File: config.mk
export PLATFORM = sky130hd
export DESIGN_NAME = id_ex_pipe_stage
export DESIGN_NICKNAME = d
export VERILOG_FILES = /design/src/rtl/id_ex_pipe_stage.sv
export SDC_FILE = /design/constraint.sdc
export NUM_CORES = 1
export LEC_CHECK = 0
export ABC_AREA = 1
export BUFFER_PORTS_ARGS = -buffer_cell sky130_fd_sc_hd__buf_2
export CAP_MARGIN = 20
export CORE_MARGIN = 2
export CORE_UTILIZATION = 44
export CTS_CLUSTER_DIAMETER = 80
export DETAILED_ROUTE_END_ITERATION = 16
export PLACE_DENSITY = 0.77
export SETUP_SLACK_MARGIN = 0.1
export SYNTH_ARGS = -nofsm -noshare
export SYNTH_HDL_FRONTEND = slang
export SYNTH_SLANG_ARGS = --single-unit
File: constraint.sdc
create_clock -name clk -period 1 [get_ports clk]
set_input_delay 0.1 -clock clk [delete_from_list [all_inputs] [get_ports clk]]
set_output_delay 0.1 -clock clk [all_outputs]
set_load 0.05 [all_outputs]
File: src/rtl/id_ex_pipe_stage.sv
// id_ex_pipe_stage: ID->EX pipeline register with valid/ready, flush and bubble insertion.
// Define ID_EX_SKID_EN for a one-entry skid buffer with registered id_ready.
module id_ex_pipe_stage #(
    parameter int DATA_W = 64,
    parameter int REG_AW = 5,
    parameter int EX_CTRL_W = 6,
    parameter int MEM_CTRL_W = 4,
    parameter int WB_CTRL_W = 3,
    parameter int IMM_W = 12,
    parameter logic [MEM_CTRL_W-1:0] MEM_CTRL_NOP = MEM_CTRL_W'(4'hC)
) (
    input  logic                  clk,
    input  logic                  reset,
    input  logic                  flush,
    input  logic                  id_valid,
    output logic                  id_ready,
    input  logic [DATA_W-1:0]     id_r1out,
    input  logic [DATA_W-1:0]     id_r2out,
    input  logic [REG_AW-1:0]     id_wreg1,
    input  logic [REG_AW-1:0]     id_rs2,
    input  logic [EX_CTRL_W-1:0]  id_ex_ctrl,
    input  logic [MEM_CTRL_W-1:0] id_mem_ctrl,
    input  logic [WB_CTRL_W-1:0]  id_wb_ctrl,
    input  logic [IMM_W-1:0]      id_imm,
    output logic                  ex_valid,
    input  logic                  ex_ready,
    output logic [DATA_W-1:0]     ex_r1out,
    output logic [DATA_W-1:0]     ex_r2out,
    output logic [REG_AW-1:0]     ex_wreg1,
    output logic [REG_AW-1:0]     ex_rs2,
    output logic [EX_CTRL_W-1:0]  ex_ex_ctrl,
    output logic [MEM_CTRL_W-1:0] ex_mem_ctrl,
    output logic [WB_CTRL_W-1:0]  ex_wb_ctrl,
    output logic [IMM_W-1:0]      ex_imm
);
    localparam int DW = 2*DATA_W + 2*REG_AW + IMM_W;
    localparam int CW = EX_CTRL_W + MEM_CTRL_W + WB_CTRL_W;
    localparam logic [CW-1:0] BUBBLE = {{EX_CTRL_W{1'b0}}, MEM_CTRL_NOP, {WB_CTRL_W{1'b0}}};

    logic [DW-1:0] id_d, main_d, nxt_d;
    logic [CW-1:0] id_c, main_c, nxt_c;
    logic accept, pop, load;

    assign id_d = {id_r1out, id_r2out, id_wreg1, id_rs2, id_imm};
    assign id_c = {id_ex_ctrl, id_mem_ctrl, id_wb_ctrl};
    assign {ex_r1out, ex_r2out, ex_wreg1, ex_rs2, ex_imm} = main_d;
    assign {ex_ex_ctrl, ex_mem_ctrl, ex_wb_ctrl} = main_c;
    assign accept = id_valid & id_ready;
    assign pop = ex_valid & ex_ready;

`ifdef ID_EX_SKID_EN
    logic          skid_valid;
    logic [DW-1:0] skid_d;
    logic [CW-1:0] skid_c;

    assign id_ready = !skid_valid;
    // A held skid beat always refills main first, keeping beats in order.
    assign load = (skid_valid & pop) | (accept & (!ex_valid | ex_ready));
    assign nxt_d = skid_valid ? skid_d : id_d;
    assign nxt_c = skid_valid ? skid_c : id_c;

    always_ff @(posedge clk) begin
        if (reset) begin
            skid_valid <= 1'b0;
            skid_d <= '0;
            skid_c <= '0;
        end else if (flush) begin
            skid_valid <= 1'b0;
        end else if (accept & ex_valid & !ex_ready) begin
            skid_valid <= 1'b1;
            skid_d <= id_d;
            skid_c <= id_c;
        end else if (pop) begin
            skid_valid <= 1'b0;
        end
    end
`else
    assign id_ready = !ex_valid | ex_ready;
    assign load = accept;
    assign nxt_d = id_d;
    assign nxt_c = id_c;
`endif

    always_ff @(posedge clk) begin
        if (reset) begin
            ex_valid <= 1'b0;
            main_d <= '0;
            main_c <= BUBBLE;
        end else if (flush) begin
            ex_valid <= 1'b0;
            main_c <= BUBBLE;
        end else if (load) begin
            ex_valid <= 1'b1;
            main_d <= nxt_d;
            main_c <= nxt_c;
        end else if (pop) begin
            ex_valid <= 1'b0;
            main_c <= BUBBLE;
        end
    end
endmodule

# Word-level counts from Yosys, hierarchy flattened
# Index checks and enable logic that the tools add are counted.
totals:
  out_inout_bits: 165
  regBits: 164
op_classes:
  n_reduce_logical: 4
  muxes: 4
  bitwise: 4
op_table:
  columns: ["operator", "n"]
  rows:
  - ["$mux 13", 2]
  - ["$and 1x1->1", 2]
  - ["$mux 1", 2]
  - ["$reduce_and 2->1", 1]
  - ["$reduce_bool 2->1", 1]
  - ["$reduce_or 2->1", 1]
  - ["$logic_not 1->1", 1]
  - ["$not 1->1", 1]
  - ["$or 1x1->1", 1]

# Longest topological paths before layout
logic_depth:
  depth_word: 4
  mapped_depth: 8
  mapped_depth_nobuf: 6

# Worst setup path before layout
# Ideal clock, no wire load.
synth_path:
  path_kind: "reg-to-reg"
  startpoint: "reg ex_valid"
  endpoint: "reg main_c[10]"
  stages_incl_launch_ff: 6
  path_slack_ps: -526
  t_required_ps: 868
  setup_time_ps: 132
  n_path_buf: 2
  arrival_ps: 1394
  cell_sequence: "dfxtp_1 -> nand2_1 -> buf_2 -> buf_2 -> nand3_1 -> a21oi_1"
synth_via:
  elab_chain_len: 4
  elab_cells_between_ends: 6
  classes_between: "mux: 1; bitwise: 3; reduce/logical: 2"
synth_lines:
  columns: ["element", "line_no", "source"]
  rows:
  - ["start, declared", "25", "output logic ex_valid,"]
  - ["start signal, assigned", "86", "ex_valid <= 1'b0;"]
  - ["start signal, assigned", "90", "ex_valid <= 1'b0;"]
  - ["start signal, assigned", "93", "ex_valid <= 1'b1;"]
  - ["$logic_not 1->1 (*)", "78", "assign id_ready = !ex_valid | ex_ready;"]
  - ["$or 1x1->1 (*)", "78", null]
  - ["net id_ready", "16", "output logic id_ready,"]
  - ["$and 1x1->1 (*)", "48", "assign accept = id_valid & id_ready;"]
  - ["$mux 13 / $reduce_bool 2->1 (equally long branches)", null, null]
  - ["end signal, assigned", "95", "main_c <= nxt_c;"]
  - ["end, declared", "41", "logic [CW-1:0] id_c, main_c, nxt_c;"]
# Mark *: on every way through the listed nets, which the timed path passes. The rest lies on a longest branch.
# A chain may end at the register's enable or synchronous reset.

# Worst setup path in the final report
layout_path:
  startpoint: "reg ex_valid"
  endpoint: "reg main_d[105]"
layout_via:
  elab_chain_len: 4
layout_lines:
  columns: ["element", "line_no", "source"]
  rows:
  - ["$logic_not 1->1", "78", null]
  - ["$or 1x1->1", "78", null]
  - ["$and 1x1->1", "48", null]
  - ["$reduce_and 2->1 (no line)", null, null]
  - ["end signal, assigned", "94", "main_d <= nxt_d;"]
  - ["end, declared", "40", "logic [DW-1:0] id_d, main_d, nxt_d;"]
# No other way between the ends.

==> flow_summary.json <==
{
  "wl_mm": 35.9,
  "syn_nets": 1520,
  "numPortBuffers": 332,
  "crit_path_end_kind": "flop",
  "place.gp.congestion": 0.805,
  "num_rows": 50,
  "crit_arrival_ns": 1.64,
  "clk_latency_ns": 0.41,
  "drc": 0,
  "numCtsBuffers": 17,
  "drv_cap": 0,
  "leakagePower_nw": 7.93,
  "grt_pass1_vias": 10300,
  "boundaryPins": 333,
  "htreeDepth": 4,
  "finalHoldViolCount": 0,
  "synth_top_area_share": 0.397,
  "clkTransAtPathRegs_ns": 0.07,
  "whs_ns": 0.0130,
  "final_core_util": 0.782,
  "path_cells": "nand2_8, buf_4, buf_12, buf_12, nand4_1, nand2_1, nor2_1",
  "fin_total_pwr_w": 0.0205,
  "netlist_area_mm2": 0.00827,
  "grt_first_pass_wirelength_mm": 50.2,
  "avgSynthCellArea_um2": 6.12,
  "slew_headroom": 0.630,
  "area_growth_pct": 75.8,
  "fin_crit_ns": 1.33,
  "drtAntennaViolNets": 0,
  "critPathKind": "reg2reg",
  "clockRootBuffer": "clkbuf_16",
  "max_stage_delay_ns": 0.37,
  "maxSlewViolCount": 0,
  "hpwl_mm": 16.2,
  "first_pass_iters": 6,
  "crit_fanout": 11,
  "vias_per_cell": 5.17,
  "globalRoute.totalOverflow": 0,
  "cts_sinks": 164,
  "layout_setup_ws_ns": -0.328,
  "slowest_stage": "dfxtp_4",
  "outcome": "finished with violations",
  "rsz0062_at_grt": "yes",
  "p_per_area_mw_per_mm2": 1410,
  "ys_ff_latch": 164,
  "cts_tree": "yes",
  "tightest_slew_ns": 0.555,
  "synthCells": 1352,
  "drive_above_1_share": 0.457,
  "first_iter_violations": 802,
  "grtUsageTotal": 0.318,
  "violations": "setup timing",
  "place_ws_ns": -0.188,
  "vdd_drop_max_mv": 1.17,
  "wl_per_cell_um": 17.9,
  "grt_max_degree": 69,
  "die_y_um": 141,
  "setup_violations": 320,
  "start_util": 0.445,
  "cp_common_cell": "buf_12",
  "vias": 10300,
  "synth_seq_area_share": 0.397,
  "core_mm2": 0.0186,
  "holdCritPathClass": "in2reg",
  "ys_warn_count": 0,
  "synth_area_leader_cell": "dfxtp_1",
  "die-area_mm2": 0.0199,
  "die_x_um": 141,
  "antenna_found_initial": 2,
  "nets": 1920,
  "finClkSkew_ns": 0.00692,
  "required_ns": 1.32,
  "worstSetupStartpointType": "flop",
  "cts_max_path_buffers": 2,
  "max_freq_ghz": 0.753,
  "synth_cell_types": 17,
  "fin_crit_sh": 1.33,
  "yosys-top-cells-area": "dfxtp_1 (40%), inv_1 (19%), nand2_1 (14%), nand4_1 (11%), nor2_1 (6.9%)"
}
routing by layer:
| layer | part of all wire | global-route usage |
|---|---|---|
| met1 | 0.34 | 0.318 |
| met2 | 0.51 | 0.569 |
| met3 | 0.096 | 0.0938 |
| met4 | 0.059 | 0.212 |
| met5 | 0 | 0 |
metrics by stage:
stage               instances  cell area (um2)  TNS, ns
floorplan                1352             8410   -14.64
global placement         1870            10400   -12.92
detailed placement       1870            10400   -18.08
CTS                      1992            13900   -31.06
global route             2000            14500   -51.93
finish                   2000            14500   -38.68
area by class of cell:
| type | instances | area [um2] |
|---|---|---|
| flip-flops and latches | 164 | 3490 |
| multi-input cells | 646 | 3430 |
| repair buffers | 468 | 5030 |
| clock inverters | 12 | 120 |
| clock buffers | 19 | 453 |
| fillers | 1044 | 4040 |
| inverters | 455 | 1710 |
| diodes | 2 | 5.00 |
| well taps | 234 | 293 |
critical path: cells and delay by family (launching register included):
family / cells / cell delay [ns]
buffers and inverters: 3 / 0.41
flip-flops: 1 / 0.37
AND/OR/NAND/NOR: 4 / 0.45
registers in the layout, summed over array words and instances, names as in the netlist:
| register | flops |
|---|---|
| main_d | 150 |
| ex_valid | 1 |
| main_c | 13 |
what timing repair did:
action	4_1_cts	5_1_grt
pin swaps	16	55
endpoints found under the hold margin	54	0
gates resized for setup	665	192
setup endpoints to repair	329	329
setup buffers	20	0
hold buffers	55	0
gates cloned	16	8
synthesized netlist by cell type (all sizes together):
master and n:
inv 454, nand2 306, dfxtp 164, nor2 151, nand4 150, buf 70, nand3 23, clkbuf 17
a21oi 12, nand3b 2, o21ai 2, clkinv 1
placed cells by master, fill, tap and decap left out, drive strengths merged:
cell,Yosys,layout
a21oi,12,12
nand2,306,306
clkbuf,17,24
diode,0,2
nand3,23,23
nand4,150,150
clkinv,1,2
dfxtp,164,164
bufinv,0,1
dlygate4sd3,0,55
buf,70,404
o21ai,2,2
nand3b,2,2
clkinvlp,0,5
nor2,151,151
inv,454,459
bufbuf,0,4
power by group:
part | total [W] | switching [W] | internal [W]
clock | 0.00661 | 0.00301 | 0.00360
combinational | 0.00639 | 0.00380 | 0.00260
sequential | 0.00747 | 0.000400 | 0.00707
path summary, 6_finish.rpt:
check	slack [ns]	cells past startpoint	startpoint	end
worst min-delay path	0.01	5	id_r2out[54]	main_d[76]
worst min register to register	0.49	2	main_c[4]	main_c[4]
worst max register to register	-0.33	7	ex_valid	main_d[105]
worst max-delay path	-0.33	7	ex_valid	main_d[105]
cell families after synthesis:
group | synth area share
AND/OR/NAND/NOR | 0.337
buffers and inverters | 0.257
flip-flops | 0.397
AO/OA/AOI/OAI | 0.00847
Power figures use the tool's default switching activity.
